$ cat config.mk
export PLATFORM = sky130hd
export DESIGN_NAME = multicycle_sequencer
export DESIGN_NICKNAME = d
export VERILOG_FILES = /design/src/rtl/multicycle_sequencer.sv
export SDC_FILE = /design/constraint.sdc
export NUM_CORES = 1
export LEC_CHECK = 0
export BUFFER_PORTS_ARGS = -buffer_cell sky130_fd_sc_hd__buf_2
export CAP_MARGIN = 20
export CORE_UTILIZATION = 25
export CTS_CLUSTER_DIAMETER = 80
export DETAILED_ROUTE_END_ITERATION = 10
export PLACE_DENSITY = 0.49
export SYNTH_ARGS = -nofsm -noshare
export SYNTH_HDL_FRONTEND = slang
export SYNTH_SLANG_ARGS = --single-unit
$ cat constraint.sdc
create_clock -name clk -period 1.7 [get_ports clk]
set_input_delay 0 -clock clk [delete_from_list [all_inputs] [get_ports clk]]
set_output_delay 0 -clock clk [all_outputs]
set_load 0.02 [all_outputs]
$ cat src/rtl/multicycle_sequencer.sv
// Multicycle FETCH/DECODE/EXEC/MEM/WB control sequencer.
// Drives datapath enables from the decoded instruction class.
module multicycle_sequencer #(
  parameter int CNT_W       = 16,
  parameter int MEM_TIMEOUT = 15
) (
  input  logic             clk,
  input  logic             rst_n,
  input  logic             instr_valid,
  input  logic             beq,
  input  logic             lw,
  input  logic             sw,
  input  logic             rtype,
  input  logic             zero,
  input  logic             mem_ready,
  output logic             ir_write,
  output logic             pc_write,
  output logic             pc_src_branch,
  output logic             alu_src_imm,
  output logic             mem_read,
  output logic             mem_write,
  output logic             mem_to_reg,
  output logic             reg_write,
  output logic             retired,
  output logic [CNT_W-1:0] retired_count,
  output logic             illegal,
  output logic [2:0]       state
);

  localparam int TW =
    (MEM_TIMEOUT > 1) ? $clog2(MEM_TIMEOUT) : 1;
  localparam logic [TW-1:0] TMAX =
    TW'((MEM_TIMEOUT > 0) ? MEM_TIMEOUT - 1 : 0);

  typedef enum logic [2:0] {
    FETCH  = 3'd0,
    DECODE = 3'd1,
    EXEC   = 3'd2,
    MEM    = 3'd3,
    WB     = 3'd4,
    TRAP   = 3'd7
  } state_t;

  state_t          st_q;
  state_t          st_d;
  logic            c_beq;
  logic            c_lw;
  logic            c_sw;
  logic            c_rtype;
  logic [TW-1:0]   timer_q;
  logic [CNT_W-1:0] cnt_q;
  logic            one_hot;
  logic            tmo;

  assign one_hot = $onehot({beq, lw, sw, rtype});
  // Last MEM wait cycle allowed before giving up.
  assign tmo = (MEM_TIMEOUT != 0) &&
               (timer_q == TMAX);

  assign state         = st_q;
  assign retired_count = cnt_q;

  // State register.
  always_ff @(posedge clk or negedge rst_n) begin
    if (!rst_n) st_q <= FETCH;
    else        st_q <= st_d;
  end

  // Capture decoded class once, in DECODE.
  always_ff @(posedge clk or negedge rst_n) begin
    if (!rst_n) begin
      c_beq   <= 1'b0;
      c_lw    <= 1'b0;
      c_sw    <= 1'b0;
      c_rtype <= 1'b0;
    end else if (st_q == DECODE) begin
      c_beq   <= beq;
      c_lw    <= lw;
      c_sw    <= sw;
      c_rtype <= rtype;
    end
  end

  // MEM wait timer, cleared on the way into MEM.
  always_ff @(posedge clk or negedge rst_n) begin
    if (!rst_n) begin
      timer_q <= '0;
    end else if (st_q == EXEC) begin
      timer_q <= '0;
    end else if (st_q == MEM && !mem_ready) begin
      timer_q <= timer_q + TW'(1);
    end
  end

  // Retire counter, wraps naturally.
  always_ff @(posedge clk or negedge rst_n) begin
    if (!rst_n)       cnt_q <= '0;
    else if (retired) cnt_q <= cnt_q + CNT_W'(1);
  end

  // Next state and datapath enables; all 0 in reset.
  always_comb begin
    st_d          = st_q;
    ir_write      = 1'b0;
    pc_write      = 1'b0;
    pc_src_branch = 1'b0;
    alu_src_imm   = 1'b0;
    mem_read      = 1'b0;
    mem_write     = 1'b0;
    mem_to_reg    = 1'b0;
    reg_write     = 1'b0;
    retired       = 1'b0;
    illegal       = 1'b0;
    if (rst_n) begin
      case (st_q)
        FETCH: begin
          if (instr_valid) begin
            ir_write = 1'b1;
            pc_write = 1'b1;
            st_d     = DECODE;
          end
        end
        DECODE: begin
          st_d = one_hot ? EXEC : TRAP;
        end
        EXEC: begin
          alu_src_imm = c_lw | c_sw;
          unique case (1'b1)
            c_beq: begin
              pc_write      = zero;
              pc_src_branch = zero;
              retired       = 1'b1;
              st_d          = FETCH;
            end
            c_rtype: st_d = WB;
            c_lw,
            c_sw:    st_d = MEM;
            default: st_d = TRAP;
          endcase
        end
        MEM: begin
          mem_read    = c_lw;
          mem_write   = c_sw;
          alu_src_imm = 1'b1;
          if (mem_ready) begin
            if (c_sw) begin
              retired = 1'b1;
              st_d    = FETCH;
            end else begin
              st_d = WB;
            end
          end else if (tmo) begin
            st_d = TRAP;
          end
        end
        WB: begin
          reg_write  = 1'b1;
          mem_to_reg = c_lw;
          retired    = 1'b1;
          st_d       = FETCH;
        end
        TRAP: begin
          illegal = 1'b1;
        end
        default: st_d = TRAP;
      endcase
    end
  end

endmodule

==> flow_summary.json <==
{
  "arrival_ns": 1.86,
  "finClkSkew_ns": 0.00227,
  "finalInstanceArea_sq_mm": 0.00225,
  "start_util": 0.261,
  "cts_made_buffers": 3,
  "avgSynthCellArea_sq_um": 10.6,
  "slew_violations": 0,
  "portBuffers": 37,
  "startpoint_type": "flop",
  "hold_viol": 0,
  "die-area_sq_mm": 0.00659,
  "core_sq_mm": 0.00599,
  "multi_input_area_sq_um": 917,
  "drtIter0Drc": 20,
  "cts_buffer_depth": 2,
  "period_share": 0.993,
  "place_area_sq_mm": 0.00200,
  "p_seq_frac": 0.367,
  "fin_nets": 232,
  "dpl.hpwl_microns": 2910,
  "seq_area_sq_um": 679,
  "ctsHtreeMaxLevel": 1,
  "layout-drive-gt1-share": 0.454,
  "wl_per_cell_microns": 13.8,
  "clock_sinks": 27,
  "path_clk_slew_ns": 0.10,
  "synth.yosys.seq_area_share": 0.431,
  "grt_max_degree": 19,
  "grt_overflow": 0,
  "io-pin-count": 38,
  "cp.required_ns": 1.87,
  "max_cap_viol_count": 0,
  "route.detailed.drc": 0,
  "antenna_found_initial": 0,
  "wl_met3_microns": 165,
  "die_y_microns": 81.2,
  "wl_met1_microns": 1900,
  "switching_share": 0.406,
  "clock_latency_ns": 0.28,
  "area_growth_pct": 43.7,
  "highest_layer": "met4",
  "fillers": 611,
  "crit_type": "reg -> reg",
  "power_frac_comb": 0.492,
  "status": "finished clean",
  "diodes": 0,
  "drt-total-wl_microns": 4000,
  "cts-root-buf": "clkbuf_8",
  "synth-async-reset-ratio": 1.00,
  "end_kind": "flop",
  "grt_usage": 0.122,
  "slew_headroom": 0.742,
  "ys_ff_latch": 27,
  "via_per_inst": 4.68,
  "routed-wl-met2_microns": 1890,
  "synth_edf_count": 0,
  "fin_ws_ns": 0.0120,
  "holdCritPathClass": "in -> reg",
  "yosys_warnings": 0,
  "post_synth_inst_count": 148,
  "power.internal_mw": 1.63,
  "finalSetupTns_ns": 0,
  "grt_pass1_vias": 1266,
  "dr.pass1.iters": 4,
  "fp-row-count": 28,
  "switchingPower_mw": 1.11,
  "synth_fp_nets": 163,
  "num_vias": 1361,
  "setup_viol_count_final": 0,
  "tightest_slew_ns": 0.386,
  "postRouteAntennaNets": 0,
  "synth_cell_types": 45,
  "worstPathMaxFanout": 6,
  "cts_tree": "yes",
  "pwr_density_cell_mw_per_mm2": 1220,
  "worst_ir_drop_vdd_mv": 0.580,
  "leakagePower_nw": 1.06,
  "dp_slack_ns": -0.382,
  "max_freq_ghz": 0.592,
  "dieWidth_microns": 81.2,
  "synthesis.area_sq_mm": 0.00157,
  "synthFlopType": "dfrtp_1",
  "gp_congestion": 0.732,
  "grt_pass1_wl_microns": 6130,
  "p_clk_frac": 0.141,
  "fin_crit_ns": 1.69
}
-- worst paths after layout --
path / slack, ns / cells after the start / start / endpoint
setup reg to reg: 0.01 / 5 / state[2] / state[2]
min in group asynchronous: 0.31 / 3 / rst_n / state[0]
hold / removal: 0.02 / 4 / lw / c_lw
max in group asynchronous: 1.16 / 3 / rst_n / retired_count[1]
hold reg to reg: 0.48 / 1 / retired_count[15] / retired_count[15]
setup / recovery: 0.01 / 5 / state[2] / state[2]
-- worst max-delay path, cell delays in order, from the launching register on --
cell and delay, ns:
dfrtp_2 0.50, buf_4 0.17, or3_4 0.40, o211ai_4 0.25, a21oi_1 0.08, o32a_1 0.18
-- metrics by stage --
stage               utilization  total power, mW  hold slack (ns)  instances
floorplan                     -             1.69           -0.296        148
global placement          0.333             2.10           0.0701        274
detailed placement        0.333             2.11           0.0660        274
CTS                       0.354             2.58           0.0173        285
global route              0.376             2.93           0.0415        291
finish                    0.376             2.74           0.0208        291
-- area by class of cell --
cell class	instances	area share
multi-input combinational	105	0.407
sequential	27	0.302
timing repair buffer	69	0.206
tap	75	0.0417
inverter	11	0.0217
clock buffer	3	0.0183
clock inverter	1	0.00334
-- synthesized netlist by cell type, types with 2 or more instances --
library cell  count  area share
o211ai_1          6       0.029
xnor2_1          16       0.089
inv_1            11       0.026
o2111ai_1         3       0.017
mux2_2            2       0.014
nand4_1           3       0.012
and2_1            2      0.0080
buf_2             4       0.013
nor3_2            2       0.013
nand2_1           6       0.014
o311a_1           2       0.013
o21ai_1           5       0.016
a21oi_1           3      0.0096
and4_1            3       0.017
nor4b_1           2       0.011
nor3_1            4       0.013
dfrtp_1          27        0.43
nor2_1           10       0.024
nand3_1           5       0.016
ha_1              5       0.040
o21ai_0           2      0.0064
xor2_1            2       0.011
-- power groups by stage --
stage | combinational [mW] | clock [mW] | sequential, mW
4_1_cts | 1.15 | 0.414 | 1.02
6_report | 1.35 | 0.388 | 1.01
5_1_grt | 1.47 | 0.424 | 1.04
3_5_place_dp | 1.07 | 0 | 1.04
3_3_place_gp | 1.07 | 0 | 1.04
2_1_floorplan | 0.645 | 0 | 1.04
-- what timing repair did --
action | CTS | global route
hold endpoints to repair | 30 | 0
hold buffers | 4 | 0
buffers inserted | 3 | 7
pin swaps | 2 | 3
endpoints found under the setup margin | 5 | 7
gates resized for setup | 6 | 22
-- cells in the final DEF, fill, tap and decap left out, types with 4 or more instances in the layout --
master and count:
nand2_1 6, dfrtp_1 24, nand3_1 5, o211ai_1 6, xnor2_1 16, dlygate4sd3_1 4, o21ai_1 5, inv_1 9
buf_2 35, buf_6 4, nor2_1 10, buf_4 25
-- cell families (layout without fill, tap and decap cells) --
| group | count (synthesis) | count (layout) | synth area share |
|---|---|---|---|
| fa+ha+maj | 6 | 6 | 0.0527 |
| buf+inv | 16 | 84 | 0.0439 |
| simple gates | 48 | 48 | 0.199 |
| flops | 27 | 27 | 0.431 |
| xor+xnor | 18 | 18 | 0.101 |
| compound gates | 29 | 29 | 0.142 |
| mux | 4 | 4 | 0.0303 |
-- flip-flops by register name, indices dropped and copies added, names as in the netlist --
register	flops
c_sw	1
c_rtype	1
state	3
c_lw	1
timer_q	4
retired_count	16
c_beq	1
-- per-layer routing --
metal  up-vias  GRT usage
li1        670          -
met1       654      0.174
met2        32      0.187
met3         5     0.0202
met4         0     0.0375
met5         -          0
(Power assumes the default switching activity.)
